--- config.mk ---
export PLATFORM = sky130hd
export DESIGN_NAME = uart_tx_arbiter
export DESIGN_NICKNAME = d
export VERILOG_FILES = /design/src/rtl/uart_tx_arbiter.sv
export SDC_FILE = /design/constraint.sdc
export NUM_CORES = 1
export LEC_CHECK = 0
export ABC_AREA = 1
export BUFFER_PORTS_ARGS = -buffer_cell sky130_fd_sc_hd__buf_2
export CAP_MARGIN = 20
export CORE_ASPECT_RATIO = 0.6
export CORE_MARGIN = 4
export CORE_UTILIZATION = 55
export CTS_CLUSTER_SIZE = 30
export DETAILED_ROUTE_END_ITERATION = 10
export PLACE_DENSITY_LB_ADDON = 0.1
export SETUP_SLACK_MARGIN = 0.05
export SLEW_MARGIN = 0
export SYNTH_ARGS = -nofsm -noshare
export SYNTH_HDL_FRONTEND = slang
export SYNTH_SLANG_ARGS = --single-unit
--- constraint.sdc ---
create_clock -name uart_clk -period 4.5 [get_ports uart_clk]
set_input_delay 0.9 -clock uart_clk [delete_from_list [all_inputs] [get_ports uart_clk]]
set_output_delay 0.9 -clock uart_clk [all_outputs]
set_load 0.01 [all_outputs]
--- src/rtl/uart_tx_arbiter.sv ---
// Round-robin, packet-locked arbiter sharing one UART write channel between NUM_REQ byte
// streams, with a stall timeout that revokes the grant from an owner that stops sending.
module uart_tx_arbiter #(
    parameter int unsigned NUM_REQ = 4,
    parameter int unsigned TIMEOUT = 4096,
    localparam int unsigned GW = $clog2(NUM_REQ)
) (
    input  logic                 uart_clk,
    input  logic                 uart_rst,
    input  logic                 uart_ready,
    input  logic [8*NUM_REQ-1:0] req_data,
    input  logic [NUM_REQ-1:0]   req_valid,
    input  logic [NUM_REQ-1:0]   req_last,
    output logic [NUM_REQ-1:0]   req_ready,
    output logic [7:0]           uart_wr_data,
    output logic                 uart_wr_valid,
    input  logic                 uart_wr_ready,
    output logic [GW-1:0]        grant_id,
    output logic                 busy,
    output logic                 timeout_pulse
);

    localparam logic [0:0] ST_IDLE = 1'b0;
    localparam logic [0:0] ST_XFER = 1'b1;
    localparam int unsigned CW = (TIMEOUT > 0) ? $clog2(TIMEOUT + 1) : 1;

    logic [0:0]    r_state, w_state_d;
    logic [GW-1:0] r_grant, w_grant_d;
    logic [GW-1:0] r_last_grant, w_last_grant_d;
    logic [CW-1:0] r_cnt, w_cnt_d, w_cnt_inc;
    logic          r_pulse, w_pulse_d;
    logic [GW-1:0] w_pick, w_idx;
    logic          w_found;
    logic          w_own_valid, w_xfer;

    // Search starts one past the previous owner so every requester gets its turn.
    always_comb begin
        w_pick  = '0;
        w_idx   = '0;
        w_found = 1'b0;
        for (int unsigned k = 1; k <= NUM_REQ; k++) begin
            w_idx = GW'((32'(r_last_grant) + k) % NUM_REQ);
            if (!w_found && req_valid[w_idx]) begin
                w_found = 1'b1;
                w_pick  = w_idx;
            end
        end
    end

    assign w_own_valid = req_valid[r_grant];
    assign w_xfer      = (r_state == ST_XFER) && w_own_valid && uart_wr_ready;
    assign w_cnt_inc   = (r_cnt == CW'(TIMEOUT)) ? r_cnt : r_cnt + 1'b1;

    always_comb begin
        w_state_d      = r_state;
        w_grant_d      = r_grant;
        w_last_grant_d = r_last_grant;
        w_cnt_d        = r_cnt;
        w_pulse_d      = 1'b0;
        case (r_state)
            ST_IDLE: begin
                if (uart_ready && w_found) begin
                    w_grant_d = w_pick;
                    w_state_d = ST_XFER;
                    w_cnt_d   = '0;
                end
            end
            ST_XFER: begin
                if (w_xfer) begin
                    w_cnt_d = '0;
                    if (req_last[r_grant]) begin
                        w_last_grant_d = r_grant;
                        w_state_d      = ST_IDLE;
                    end
                end else if (!w_own_valid && (TIMEOUT > 0)) begin
                    // Backpressure with valid high never counts toward the stall.
                    w_cnt_d = w_cnt_inc;
                    if (w_cnt_inc == CW'(TIMEOUT)) begin
                        w_last_grant_d = r_grant;
                        w_state_d      = ST_IDLE;
                        w_pulse_d      = 1'b1;
                    end
                end
            end
            default: w_state_d = ST_IDLE;
        endcase
    end

    always_ff @(posedge uart_clk or negedge uart_rst) begin
        if (!uart_rst) begin
            r_state      <= ST_IDLE;
            r_grant      <= '0;
            r_last_grant <= GW'(NUM_REQ - 1);
            r_cnt        <= '0;
            r_pulse      <= 1'b0;
        end else begin
            r_state      <= w_state_d;
            r_grant      <= w_grant_d;
            r_last_grant <= w_last_grant_d;
            r_cnt        <= w_cnt_d;
            r_pulse      <= w_pulse_d;
        end
    end

    always_comb begin
        req_ready     = '0;
        uart_wr_valid = 1'b0;
        uart_wr_data  = '0;
        if (r_state == ST_XFER) begin
            uart_wr_data       = req_data[{r_grant, 3'b000} +: 8];
            uart_wr_valid      = w_own_valid;
            req_ready[r_grant] = uart_wr_ready;
        end
    end

    assign grant_id      = r_grant;
    assign busy          = (r_state == ST_XFER);
    assign timeout_pulse = r_pulse;

endmodule

==> reports/results.tsv, run 1 <==
metric	value	unit
status	finished, final reports clean	
worstRegToRegCells	9	
worst_slew_margin_rel	57.6	%
post_cts_buffers	0	
leakage	1.07	nW
seq_power_share	26.6	%
max_freq	329	MHz
drive_gt1_share	31.9	%
peakVddDrop	0.000290	V
hold_depth	2	
ctsHoldBuffers	0	
numPortBuffers	60	
synth.area.top_cells	dfrtp_1, nand2_1, nand3_1, nor2_1, inv_1	
grtUsageTotal	23.1	%
vias	1976	
yosysSeqAreaShare	25.7	%
cap_violations	0	
stdcell_count	377	
synth_cell_types	39	
hp-class	flip-flop to flip-flop	
finalWorstSetupSlack	1.46	ns
fp.dieH	53.1	um
whs	0.543	ns
rsz0062_at_grt	false	
tns	0	ns
power.total	1.16	mW
timing.rr.start	grant_id[1]	
async_flop_share	100	%
critPathKind	flip-flop to output port	
final.setup_skew	0.00418	ns
first_iter_violations	135	
cts.clk_slew.worst_paths	0.08	ns
cts.repair.resized	0	
syn_area_per_cell	6.70	um2
htreeDepth	1	
grt_max_degree	27	
cts.sink_count	19	
fin_crit	3.04	ns
grt_antenna_before_repair	0	
place.gp.congestion	0.887	
yosysTopAreaCell	dfrtp_1	
hold_viol	0	
vias_per_cell	5.24	
netlist.area_leader.share	22.8	%
die_x	83.1	um
syn-num-nets	324	
worstMarginPinSlew	0.634	ns
cts_tree	yes	
synth_cells	278	
swShare	53.5	%
diodes	0	
die_area	4410	um2
coreArea	3260	um2
setup_viol	0	
final_nets	379	
syn_to_final_growth	17.5	%
fin_crit_sh	67.5	%
synth-edff-count	0	
p_per_area	528	nW/um2
slew_viol_final	0	
final_cell_mix	nand2_1, buf_2, nor2_1, nand3_1, inv_1	
grt_pass1_wl	8160	um
synth_warnings	0	
ant_nets	0	
cp_slowest_cell	dfrtp_1	
crit_buf_inv	2	
power.switching	0.618	mW
clkLatencyLatePin	0.26	ns
cts_buffer_depth	2	
crit_family	flip-flops	
power_frac_comb	62.6	%
wirelength	4930	um
numCtsBuffers	3	
io_pins	61	
grt_overflow	0	
cp-start-kind	flip-flop	
min-delay-start	r_last_grant[1]	
netlist_area	1860	um2
drc	0	
cp_cell_sequence	inv_1, nor2_1, nand2_1, a31oi_1, buf_2	
ys_seq_elements	19	
synth_ff_type	dfrtp_1	
grt_pass1_vias	1779	
root_buffer	clkbuf_8	
crit_required	3.60	ns
dpl.hpwl	3860	um
worst-path-max-fanout	17	
endpoint_kind	output port	
first_pass_iters	4	
start_util	57.1	%
place_ws	1.79	ns
place_inst	373	
reg2reg_to	r_last_grant[0]	
num-fill-cells	308	
internal_power	0.538	mW
rows	16	
post_drt_wl_per_cell	13.1	um
hold_path_end	r_last_grant[1]	
rrSetupSlack	2.42	ns
arrival	2.14	ns
pwr-share-clk	10.8	%
final_common_cell	nand2_1	
cp_slowest_stage_delay	0.67	ns
[flip-flops by register name (all words and copies together), names as in the netlist]
| register | cells |
|---|---|
| r_cnt | 13 |
| r_last_grant | 2 |
| grant_id | 2 |
| busy | 1 |
| timeout_pulse | 1 |
[Yosys cell counts (3+ instances only)]
master and instances:
nand2_1 82, nand3_1 23, nor2_1 23, inv_1 22, dfrtp_1 17, nand2_2 13
o21ai_1 10, a22oi_1 9, o21ai_2 9, a31oi_1 8, xor2_1 8, nand4_1 7
or2_2 6, o21ai_0 5, nor3_1 4, buf_2 3
[area by class of cell]
type	instances	area (um2)	area share [%]
multi-input combinational	225	1220	55.7
sequential	19	478	21.8
timing repair buffer	60	300	13.7
inverter	24	90.1	4.11
tap	45	56.3	2.57
clock buffer	3	41.3	1.89
clock inverter	1	5.00	0.229
[routing by layer]
metal,up-vias,routed length [um],share of wire (%),track usage (%)
met4,0,21,0.43,4.89
met2,66,2020,41,34.8
li1,1026,-,-,-
met3,2,389,7.9,5.44
met5,-,0,0,0
met1,882,2500,51,33.6
[logic make-up (layout without fill, tap and decap cells)]
logic type	count (synthesis)	count (layout)	synth area share (%)
simple gates	169	169	43.3
compound gates	44	44	15.7
buf+inv	34	88	8.93
flops	19	19	25.7
xor+xnor	10	10	5.10
fa+ha+maj	2	2	1.34
[worst max path at each step]
stage / cells after the start / slack (ns) / start / to
final: 5 / 1.46 / grant_id[1] / uart_wr_data[5]
after CTS: 5 / 1.50 / grant_id[1] / uart_wr_data[5]
after detailed placement: 5 / 1.79 / grant_id[1] / uart_wr_data[5]
after global routing: 5 / 1.18 / grant_id[1] / uart_wr_data[5]
after floorplan: 4 / 2.20 / req_valid[2] / uart_wr_valid
after global placement: 5 / 1.82 / grant_id[1] / uart_wr_data[5]
[power groups by stage]
stage                     logic (mW)  clock network, mW  registers [mW]
after floorplan                0.622                  0           0.244
after global placement         0.703                  0           0.306
after detailed placement       0.719                  0           0.309
after CTS                      0.723              0.125           0.306
after global routing           0.813              0.136           0.319
final                          0.724              0.125           0.307
[worst reg2reg max path, cell delays in order (launching register included)]
cell and delay (ns):
dfrtp_1 0.67, inv_1 0.20, nor2_1 0.53, nand2_1 0.10, nand3_1 0.11, nand2_1 0.05
nand2_1 0.15, nand2_1 0.09, nand2_1 0.06, nand2_1 0.05
[stage by stage]
| stage | cell area [um2] | utilization [%] |
|---|---|---|
| finish | 2190 | 67.1 |
| global route | 2190 | 67.1 |
| detailed placement | 2140 | 65.7 |
| floorplan | 1860 | - |
| CTS | 2190 | 67.1 |
| global placement | 2140 | 65.7 |
Power figures use the tool's default switching activity.
==> run 2: changes to the inputs <==
Settings changed: CORE_UTILIZATION 55 to 51.
Clock period 4.5 ns to 2.8 ns, I/O delays scaled along.
==> reports/results.tsv, run 2 (synthesis results as in run 1) <==
metric	value	unit	change
status	finished, final reports clean		
worst_slew_margin_rel	60.8	%	+3.2 points
cp_cell_sequence	nor2_1, a22oi_1, a31oi_1, buf_2		
drive_gt1_share	32.6	%	+0.71 points
final_common_cell	nand2_1		
grtUsageTotal	22.2	%	-0.97 points
first_iter_violations	123		-8.9%
drc	0		unchanged
syn_to_final_growth	18.5	%	
worst-path-max-fanout	18		+1
numCtsBuffers	3		unchanged
slew_viol_final	0		unchanged
rsz0062_at_grt	false		
final_cell_mix	nand2_1, buf_2, nand3_1		
critPathLaunch	grant_id[0]		
endpoint_kind	output port		
grt_antenna_before_repair	0		unchanged
post_cts_buffers	0		unchanged
coreArea	3380	um2	+3.7%
cp-start-kind	flip-flop		
crit_required	2.24	ns	-1.36 ns
worstRegToRegCells	10		+1
fp.dieH	54.8	um	+3.3%
rows	16		unchanged
vias_per_cell	5.19		-0.98%
first_pass_iters	4		unchanged
htreeDepth	1		unchanged
timing.rr.start	grant_id[0]		
reg2reg_to	r_last_grant[0]		
regMostFlops	r_cnt		
post_drt_wl_per_cell	12.8	um	-2.4%
whs	0.231	ns	-0.312 ns
setup_viol	0		unchanged
finalCoreUtilization	65.2	%	-1.9 points
tns	0	ns	unchanged
max_freq	405	MHz	
cts_buffer_depth	2		unchanged
root_buffer	clkbuf_8		
peakVddDrop	0.000493	V	+70%
place.gp.congestion	0.877		-1.1%
cp_slowest_cell	dfrtp_1		
crit_buf_inv	1		-1
hold_viol	0		unchanged
wirelength	4840	um	-1.9%
cp-endpoint	uart_wr_data[0]		
die_area	4720	um2	+6.9%
cts.sink_count	19		unchanged
clkLatencyLatePin	0.27	ns	about the same
hp-class	primary input to asynchronous set/reset pin		
leakage	1.08	nW	+0.87%
grt_overflow	0		unchanged
final.setup_skew	0.00689	ns	+0.00271 ns
arrival	1.91	ns	-0.23 ns
finalWorstSetupSlack	0.332	ns	-1.13 ns
start_util	55.1	%	-2.0 points
dpl.hpwl	3870	um	+0.15%
die_x	86.0	um	+3.5%
crit_cells	4		-1
worstMarginPinSlew	0.586	ns	-0.0478 ns
cp_slowest_stage_delay	0.58	ns	-0.09 ns
fin_crit_sh	88.1	%	
cts.clk_slew.worst_paths	0.08	ns	about the same
cts_tree	yes		
numPortBuffers	60		unchanged
io_pins	61		unchanged
rrSetupSlack	0.70	ns	-1.72 ns
p_per_area	847	nW/um2	+61%
grt_max_degree	27		unchanged
diodes	0		unchanged
grt_pass1_vias	1791		+0.67%
critPathKind	flip-flop to output port		
vias	1967		-0.46%
final_nets	381		+0.53%
ant_nets	0		unchanged
crit_family	flip-flops		
fin_crit	2.47	ns	
place_ws	0.503	ns	-1.29 ns
largest_register_ffs	13		unchanged
cap_violations	0		unchanged
grt_pass1_wl	8220	um	+0.67%
[run 2: power by group]
group          internal (mW)  total [mW]  switching, mW
clock network         0.0994       0.203          0.103
logic                  0.442        1.22          0.774
registers              0.340       0.452          0.111
[run 2: routing by layer]
metal | vias to the layer above | wire, um | global-route usage [%]
li1 | 1030 | - | -
met1 | 878 | 2490 | 33.2
met2 | 55 | 1950 | 33.1
met3 | 4 | 378 | 4.66
met4 | 0 | 27 | 3.16
met5 | - | 0 | 0
[run 2: worst min-delay path by stage]
stage	startpoint	endpoint	slack, ns	cells past startpoint
after floorplan	uart_rst	busy	0.26	0
after detailed placement	uart_rst	r_cnt[3]	0.53	1
after CTS	uart_rst	r_cnt[3]	0.24	1
final	uart_rst	grant_id[0]	0.23	1
after global placement	uart_rst	r_cnt[1]	0.53	1
after global routing	uart_rst	r_cnt[3]	0.26	1
[run 2: layout make-up]
cell class              count  area, um2
clock inverters             1       5.00
fillers                   317       1180
clock buffers               3       41.3
well taps                  45       56.3
multi-input cells         225       1220
inverters                  24       90.1
flip-flops and latches     19        478
repair buffers             62        315
[run 2: repair_timing]
action                                  4_1_cts  5_1_grt
gates resized for setup                       0        1
hold buffers                                  0        0
endpoints found under the setup margin        0        1
[run 2: through the flow]
step                      power (mW)  instances  area, um2
after floorplan                 1.39        278       1860
after global placement          1.64        375       2160
after global routing            2.05        379       2210
after CTS                       1.87        379       2200
final                           1.87        379       2210
after detailed placement        1.66        375       2160
[run 2: worst reg2reg max path, cell delays in order, from the launching register on]
cell     delay (ns)
dfrtp_1        0.68
inv_2          0.14
o21ai_1        0.17
nand2_1        0.10
a21oi_2        0.21
nand2_2        0.19
nand2_2        0.18
nand2_1        0.14
nand2_1        0.12
nand2_1        0.05
nand2_1        0.07
